==> src/rtl/cpu_pkg.sv <==
// Shared encodings for the instruction-sequencing controller: state enum,
// opcode/op fields, register-select and writeback-source codes.
package cpu_pkg;

  typedef enum logic [2:0] {
    S_WAIT      = 3'd0,
    S_DECODE    = 3'd1,
    S_GET_A     = 3'd2,
    S_GET_B     = 3'd3,
    S_EXEC      = 3'd4,
    S_WRITE_REG = 3'd5,
    S_WRITE_IMM = 3'd6
  } state_e;

  localparam logic [2:0] OPC_MOV = 3'b110;
  localparam logic [2:0] OPC_ALU = 3'b101;

  localparam logic [1:0] OP_MOV_REG = 2'b00;
  localparam logic [1:0] OP_MOV_IMM = 2'b10;
  localparam logic [1:0] OP_ADD     = 2'b00;
  localparam logic [1:0] OP_CMP     = 2'b01;
  localparam logic [1:0] OP_AND     = 2'b10;
  localparam logic [1:0] OP_MVN     = 2'b11;

  // Full {opcode,op} values as seen by the decode state.
  localparam logic [4:0] I_MOV_IMM = {OPC_MOV, OP_MOV_IMM};
  localparam logic [4:0] I_MOV_REG = {OPC_MOV, OP_MOV_REG};
  localparam logic [4:0] I_ADD     = {OPC_ALU, OP_ADD};
  localparam logic [4:0] I_CMP     = {OPC_ALU, OP_CMP};
  localparam logic [4:0] I_AND     = {OPC_ALU, OP_AND};
  localparam logic [4:0] I_MVN     = {OPC_ALU, OP_MVN};

  localparam logic [2:0] NSEL_NONE = 3'b000;
  localparam logic [2:0] NSEL_RN   = 3'b001;
  localparam logic [2:0] NSEL_RM   = 3'b010;
  localparam logic [2:0] NSEL_RD   = 3'b100;

  localparam logic [1:0] VSEL_C     = 2'b00;
  localparam logic [1:0] VSEL_PC    = 2'b01;
  localparam logic [1:0] VSEL_IMM   = 2'b10;
  localparam logic [1:0] VSEL_MDATA = 2'b11;

  // Single-operand instructions pass B through the ALU with A forced to zero.
  function automatic logic uses_zero_a(input logic [4:0] instr);
    return (instr == I_MOV_REG) || (instr == I_MVN);
  endfunction

endpackage

==> src/rtl/cpu_controller_if.sv <==
// Controller <-> decoder/datapath signal bundle: start/instruction fields in,
// register selects, load enables and writeback controls out.
interface cpu_controller_if;
  logic       s;
  logic [2:0] opcode;
  logic [1:0] op;
  logic       w;
  logic [2:0] nsel;
  logic       loada;
  logic       loadb;
  logic       loadc;
  logic       loads;
  logic       asel;
  logic       bsel;
  logic [1:0] vsel;
  logic       write;
  logic       err;

  modport master (
    output s, opcode, op,
    input  w, nsel, loada, loadb, loadc, loads, asel, bsel, vsel, write, err
  );

  modport slave (
    input  s, opcode, op,
    output w, nsel, loada, loadb, loadc, loads, asel, bsel, vsel, write, err
  );
endinterface

==> src/rtl/cpu_controller.sv <==
// Moore FSM sequencing the datapath through MOV/ADD/CMP/AND/MVN; outputs are a
// pure decode of the state and latched instruction, so reset clears them at once.
module cpu_controller (
  input  logic            clk,
  input  logic            rst_n,
  cpu_controller_if.slave bus
);
  import cpu_pkg::*;

  state_e     state_q, state_d;
  logic [4:0] instr_q, instr_d;

  logic       w;
  logic [2:0] nsel;
  logic       loada, loadb, loadc, loads;
  logic       asel, bsel;
  logic [1:0] vsel;
  logic       write;
  logic       err;

  always_ff @(posedge clk or negedge rst_n) begin
    if (!rst_n) begin
      state_q <= S_WAIT;
      instr_q <= '0;
    end else begin
      state_q <= state_d;
      instr_q <= instr_d;
    end
  end

  // Instruction fields are sampled only when leaving S_WAIT, so the decoder
  // inputs are free to change while an instruction is in flight.
  always_comb begin
    state_d = state_q;
    instr_d = instr_q;
    case (state_q)
      S_WAIT: begin
        if (bus.s) begin
          state_d = S_DECODE;
          instr_d = {bus.opcode, bus.op};
        end
      end
      S_DECODE: begin
        case (instr_q)
          I_MOV_IMM:              state_d = S_WRITE_IMM;
          I_MOV_REG, I_MVN:       state_d = S_GET_B;
          I_ADD, I_CMP, I_AND:    state_d = S_GET_A;
          default:                state_d = S_WAIT;
        endcase
      end
      S_GET_A:     state_d = S_GET_B;
      S_GET_B:     state_d = S_EXEC;
      S_EXEC:      state_d = (instr_q == I_CMP) ? S_WAIT : S_WRITE_REG;
      S_WRITE_REG: state_d = S_WAIT;
      S_WRITE_IMM: state_d = S_WAIT;
      default:     state_d = S_WAIT;
    endcase
  end

  always_comb begin
    w     = 1'b0;
    nsel  = NSEL_NONE;
    loada = 1'b0;
    loadb = 1'b0;
    loadc = 1'b0;
    loads = 1'b0;
    asel  = 1'b0;
    bsel  = 1'b0;
    vsel  = VSEL_C;
    write = 1'b0;
    err   = 1'b0;
    case (state_q)
      S_WAIT: w = 1'b1;
      S_DECODE: begin
        case (instr_q)
          I_MOV_IMM, I_MOV_REG, I_MVN, I_ADD, I_CMP, I_AND: err = 1'b0;
          default:                                          err = 1'b1;
        endcase
      end
      S_GET_A: begin
        nsel  = NSEL_RN;
        loada = 1'b1;
      end
      S_GET_B: begin
        nsel  = NSEL_RM;
        loadb = 1'b1;
      end
      S_EXEC: begin
        asel = uses_zero_a(instr_q);
        if (instr_q == I_CMP) loads = 1'b1;
        else                  loadc = 1'b1;
      end
      S_WRITE_REG: begin
        nsel  = NSEL_RD;
        vsel  = VSEL_C;
        write = 1'b1;
      end
      S_WRITE_IMM: begin
        nsel  = NSEL_RN;
        vsel  = VSEL_IMM;
        write = 1'b1;
      end
      default: w = 1'b0;
    endcase
  end

  assign bus.w     = w;
  assign bus.nsel  = nsel;
  assign bus.loada = loada;
  assign bus.loadb = loadb;
  assign bus.loadc = loadc;
  assign bus.loads = loads;
  assign bus.asel  = asel;
  assign bus.bsel  = bsel;
  assign bus.vsel  = vsel;
  assign bus.write = write;
  assign bus.err   = err;

endmodule

==> src/flat_wrapper.sv <==
// flat-port wrapper written by rule: the top's interface ports become plain ports
module cpu_controller_flat import cpu_pkg::*;
  (clk, rst_n, bus_s, bus_opcode, bus_op, bus_w, bus_nsel, bus_loada, bus_loadb, bus_loadc, bus_loads, bus_asel, bus_bsel, bus_vsel, bus_write, bus_err);
  cpu_controller_if bus_i ();
  input  logic clk;
  input  logic rst_n;
  input wire logic [$bits(bus_i.s)-1:0] bus_s;
  input wire logic [$bits(bus_i.opcode)-1:0] bus_opcode;
  input wire logic [$bits(bus_i.op)-1:0] bus_op;
  output wire logic [$bits(bus_i.w)-1:0] bus_w;
  output wire logic [$bits(bus_i.nsel)-1:0] bus_nsel;
  output wire logic [$bits(bus_i.loada)-1:0] bus_loada;
  output wire logic [$bits(bus_i.loadb)-1:0] bus_loadb;
  output wire logic [$bits(bus_i.loadc)-1:0] bus_loadc;
  output wire logic [$bits(bus_i.loads)-1:0] bus_loads;
  output wire logic [$bits(bus_i.asel)-1:0] bus_asel;
  output wire logic [$bits(bus_i.bsel)-1:0] bus_bsel;
  output wire logic [$bits(bus_i.vsel)-1:0] bus_vsel;
  output wire logic [$bits(bus_i.write)-1:0] bus_write;
  output wire logic [$bits(bus_i.err)-1:0] bus_err;
  assign bus_i.s = bus_s;
  assign bus_i.opcode = bus_opcode;
  assign bus_i.op = bus_op;
  assign bus_w = bus_i.w;
  assign bus_nsel = bus_i.nsel;
  assign bus_loada = bus_i.loada;
  assign bus_loadb = bus_i.loadb;
  assign bus_loadc = bus_i.loadc;
  assign bus_loads = bus_i.loads;
  assign bus_asel = bus_i.asel;
  assign bus_bsel = bus_i.bsel;
  assign bus_vsel = bus_i.vsel;
  assign bus_write = bus_i.write;
  assign bus_err = bus_i.err;
  cpu_controller u_core (.clk(clk), .rst_n(rst_n), .bus(bus_i));
endmodule
==> config.mk <==
export PLATFORM = sky130hd
export DESIGN_NAME = cpu_controller_flat
export DESIGN_NICKNAME = d
export VERILOG_FILES = /design/src/rtl/cpu_pkg.sv /design/src/rtl/cpu_controller_if.sv /design/src/rtl/cpu_controller.sv /design/src/flat_wrapper.sv
export SDC_FILE = /design/constraint.sdc
export NUM_CORES = 1
export LEC_CHECK = 0
export CAP_MARGIN = 20
export CORE_UTILIZATION = 35
export DETAILED_ROUTE_END_ITERATION = 10
export HOLD_SLACK_MARGIN = 0.1
export PLACE_DENSITY = 0.68
export SYNTH_ARGS = -nofsm -noshare
export SYNTH_HDL_FRONTEND = slang
export SYNTH_SLANG_ARGS = --single-unit
export TNS_END_PERCENT = 50
==> constraint.sdc <==
create_clock -name clk -period 2.85 [get_ports clk]
set_input_delay 0.57 -clock clk [delete_from_list [all_inputs] [get_ports clk]]
set_output_delay 0.57 -clock clk [all_outputs]
set_load 0.05 [all_outputs]
==> results_dict.tcl <==
set metrics [dict create \
    status "completed" \
    r2r_cells 3 \
    min_path_cells 1 \
    finalHoldViolCount 0 \
    slew_headroom 0.668 \
    critPathArrivalTime_ns 2.18 \
    period_needed_ns 2.75 \
    yosys_warnings 0 \
    grt_max_degree 9 \
    end_kind "primary output" \
    dr.pass1.iters 4 \
    synth-adder-area-share 0 \
    syn_area_per_cell_um2 10.5 \
    rrSetupSlack_ns 1.39 \
    maxUsedRoutingLayer "met4" \
    synth_top_family_by_area "simple AND/OR/NAND/NOR gates" \
    cts_resized 0 \
    fmax_ghz 0.363 \
    syn_inst 50 \
    vias 437 \
    whs_endpoint "u_core.instr_q[4]$_DFFE_PN0P_" \
    cts_tree "built" \
    die_w_um 40.8 \
    rows 13 \
    wl_met2_um 511 \
    layout.nets 79 \
    r2r_end "u_core.instr_q[1]$_DFFE_PN0P_" \
    tightest_slew_ns 0.496 \
    p_per_area_mw_per_mm2 1010 \
    cp-start-kind "register" \
    routabilityCongestion 0.744 \
    synth_mux_area_frac 0.143 \
    drt_iter0_drc 4 \
    syn_to_final_growth_pct 38.3 \
    post-route-drc-count 0 \
    die_h_um 40.8 \
    setup-violations-final 0 \
    finalWirelength_mm 1.04 \
    rsz0062_at_grt "false" \
    p_total_mw 0.732 \
    final_cell_mix "clkdlybuf4s50_1 (19), dfrtp_1 (8), nor2_1 (5), mux2_4 (5)" \
    drv_slew 0 \
    die_area_mm2 0.00166 \
    track_usage 0.155 \
    crit_required_ns 2.28 \
    drt-vias-per-instance 5.20 \
    synthDistinctLibCells 27 \
    grt_pass1_vias 356 \
    final_layout_size_suffix_gt1_frac 0.188 \
    core_mm2 0.00135 \
    layout_setup_ws_ns 0.0980 \
    overflow 0 \
    ant_nets 0 \
    clockRootBuffer "clkbuf_4" \
    clk_latency_ns 0.25 \
    post-dp-hpwl_um 836 \
    final_common_cell "clkdlybuf4s50_1" \
    antenna_cells 0 \
    synth-seq-cells 8 \
    path_max_fanout 8 \
    wl_met1_um 451 \
    pre_cts_slack_ns 0.366 \
    hold_buffers 0 \
    cts_htree_levels 1 \
    synthSimpleGateAreaFrac 0.248 \
    critical_path_class "reg -> out" \
    grt_antenna_before_repair 0 \
    tns_ns 0 \
    clock_path_buffers 2 \
    synth_compound_area_frac 0.136 \
    wl_per_cell_um 12.4 \
    period_share 0.966 \
    maxCapViolations 0 \
    hp-class "reg -> reg" \
    fin_skew_ns 0.00293 \
    initial_core_util 0.389 \
    ir_worst_vdd_v 0.000449 \
    synthXorXnorAreaFrac 0 \
    cts.sinks 8 \
    syn-cell-area_um2 526 \
    num_io_pins 22 \
    cts_inserted_buffers 3 \
    met3WireLength_um 72 \
    clkTransAtPathRegs_ns 0.05 \
    worstHoldStart "u_core.instr_q[4]$_DFFE_PN0P_" \
    post-cts-setup-buffer-count 0 \
    total_leakage_power_nw 0.306 \
    port_buffers 19 \
    ys_seq_area_frac 0.381 \
    grt_pass1_wl_mm 1.60 \
    reg2reg_from "u_core.state_q[1]$_DFFE_PN0P_" \
]
## flip-flops by register name (all words and copies together) (netlist names)
signal          flops
u_core.instr_q      5
u_core.state_q      3
## routing by layer
metal  track usage  vias up
met5             0        -
met4         0.100        0
met3        0.0326        2
met2         0.254       21
met1         0.183      203
li1              -      211
## through the flow
stage,util,cells,area (um2),hold slack (ns)
after floorplan,-,51,529,0.274
final,0.538,84,727,0.589
after CTS,0.538,84,727,0.593
after global routing,0.538,84,727,0.616
after detailed placement,0.522,81,704,0.581
after global placement,0.522,81,704,0.570
## where the power goes
group | internal, mW | total (mW) | switching [mW]
combinational | 0.188 | 0.413 | 0.225
sequential | 0.163 | 0.234 | 0.0712
clock | 0.0480 | 0.0843 | 0.0362
## how the worst max path moves through the flow
| stage | depth (start not counted) | endpoint | start |
|---|---|---|---|
| floorplan | 2 | bus_loads | u_core.state_q[2]$_DFFE_PN0P_ |
| global placement | 4 | bus_loadc | u_core.state_q[1]$_DFFE_PN0P_ |
| detailed placement | 4 | bus_loadc | u_core.state_q[2]$_DFFE_PN0P_ |
| CTS | 4 | bus_loadc | u_core.state_q[2]$_DFFE_PN0P_ |
| global route | 3 | bus_loads | u_core.state_q[2]$_DFFE_PN0P_ |
| finish | 4 | bus_loadc | u_core.state_q[2]$_DFFE_PN0P_ |
## synthesized netlist by cell type, drive strengths merged
cell type,n,area share
or2b,2,0.033
inv,3,0.021
nor3,2,0.029
and4b,1,0.019
nor2,5,0.036
a31oi,1,0.012
dfrtp,8,0.38
nor3b,2,0.029
o21ai,4,0.045
o311ai,1,0.017
buf,4,0.064
nand2,1,0.0071
and3,1,0.012
mux2,5,0.14
conb,1,0.0071
o21bai,1,0.036
nor4b,1,0.017
and2,1,0.012
or3b,1,0.017
nand3b,1,0.014
a21oi,1,0.0095
nor2b,1,0.012
o32ai,1,0.017
nand2b,1,0.012
## worst max-delay path, cell delays in order (launching register included)
cell	delay [ns]
dfrtp_1	0.47
or3b_1	0.42
o21bai_4	0.20
inv_1	0.06
clkdlybuf4s50_1	0.79
## final cells by class
class                   instances  area [um2]
inverters                       3        11.3
clock buffers                   3        22.5
multi-input cells              36         284
repair buffers                 19         190
well taps                      15        18.8
fillers                       142         623
flip-flops and latches          8         200
## cells by family after synthesis
kind of cell | count (synthesis)
other | 1
AOI/OAI and AO/OA | 9
muxes | 5
and+or+nand+nor | 20
DFF | 8
buffers and inverters | 7
Power figures use the tool's default switching activity.
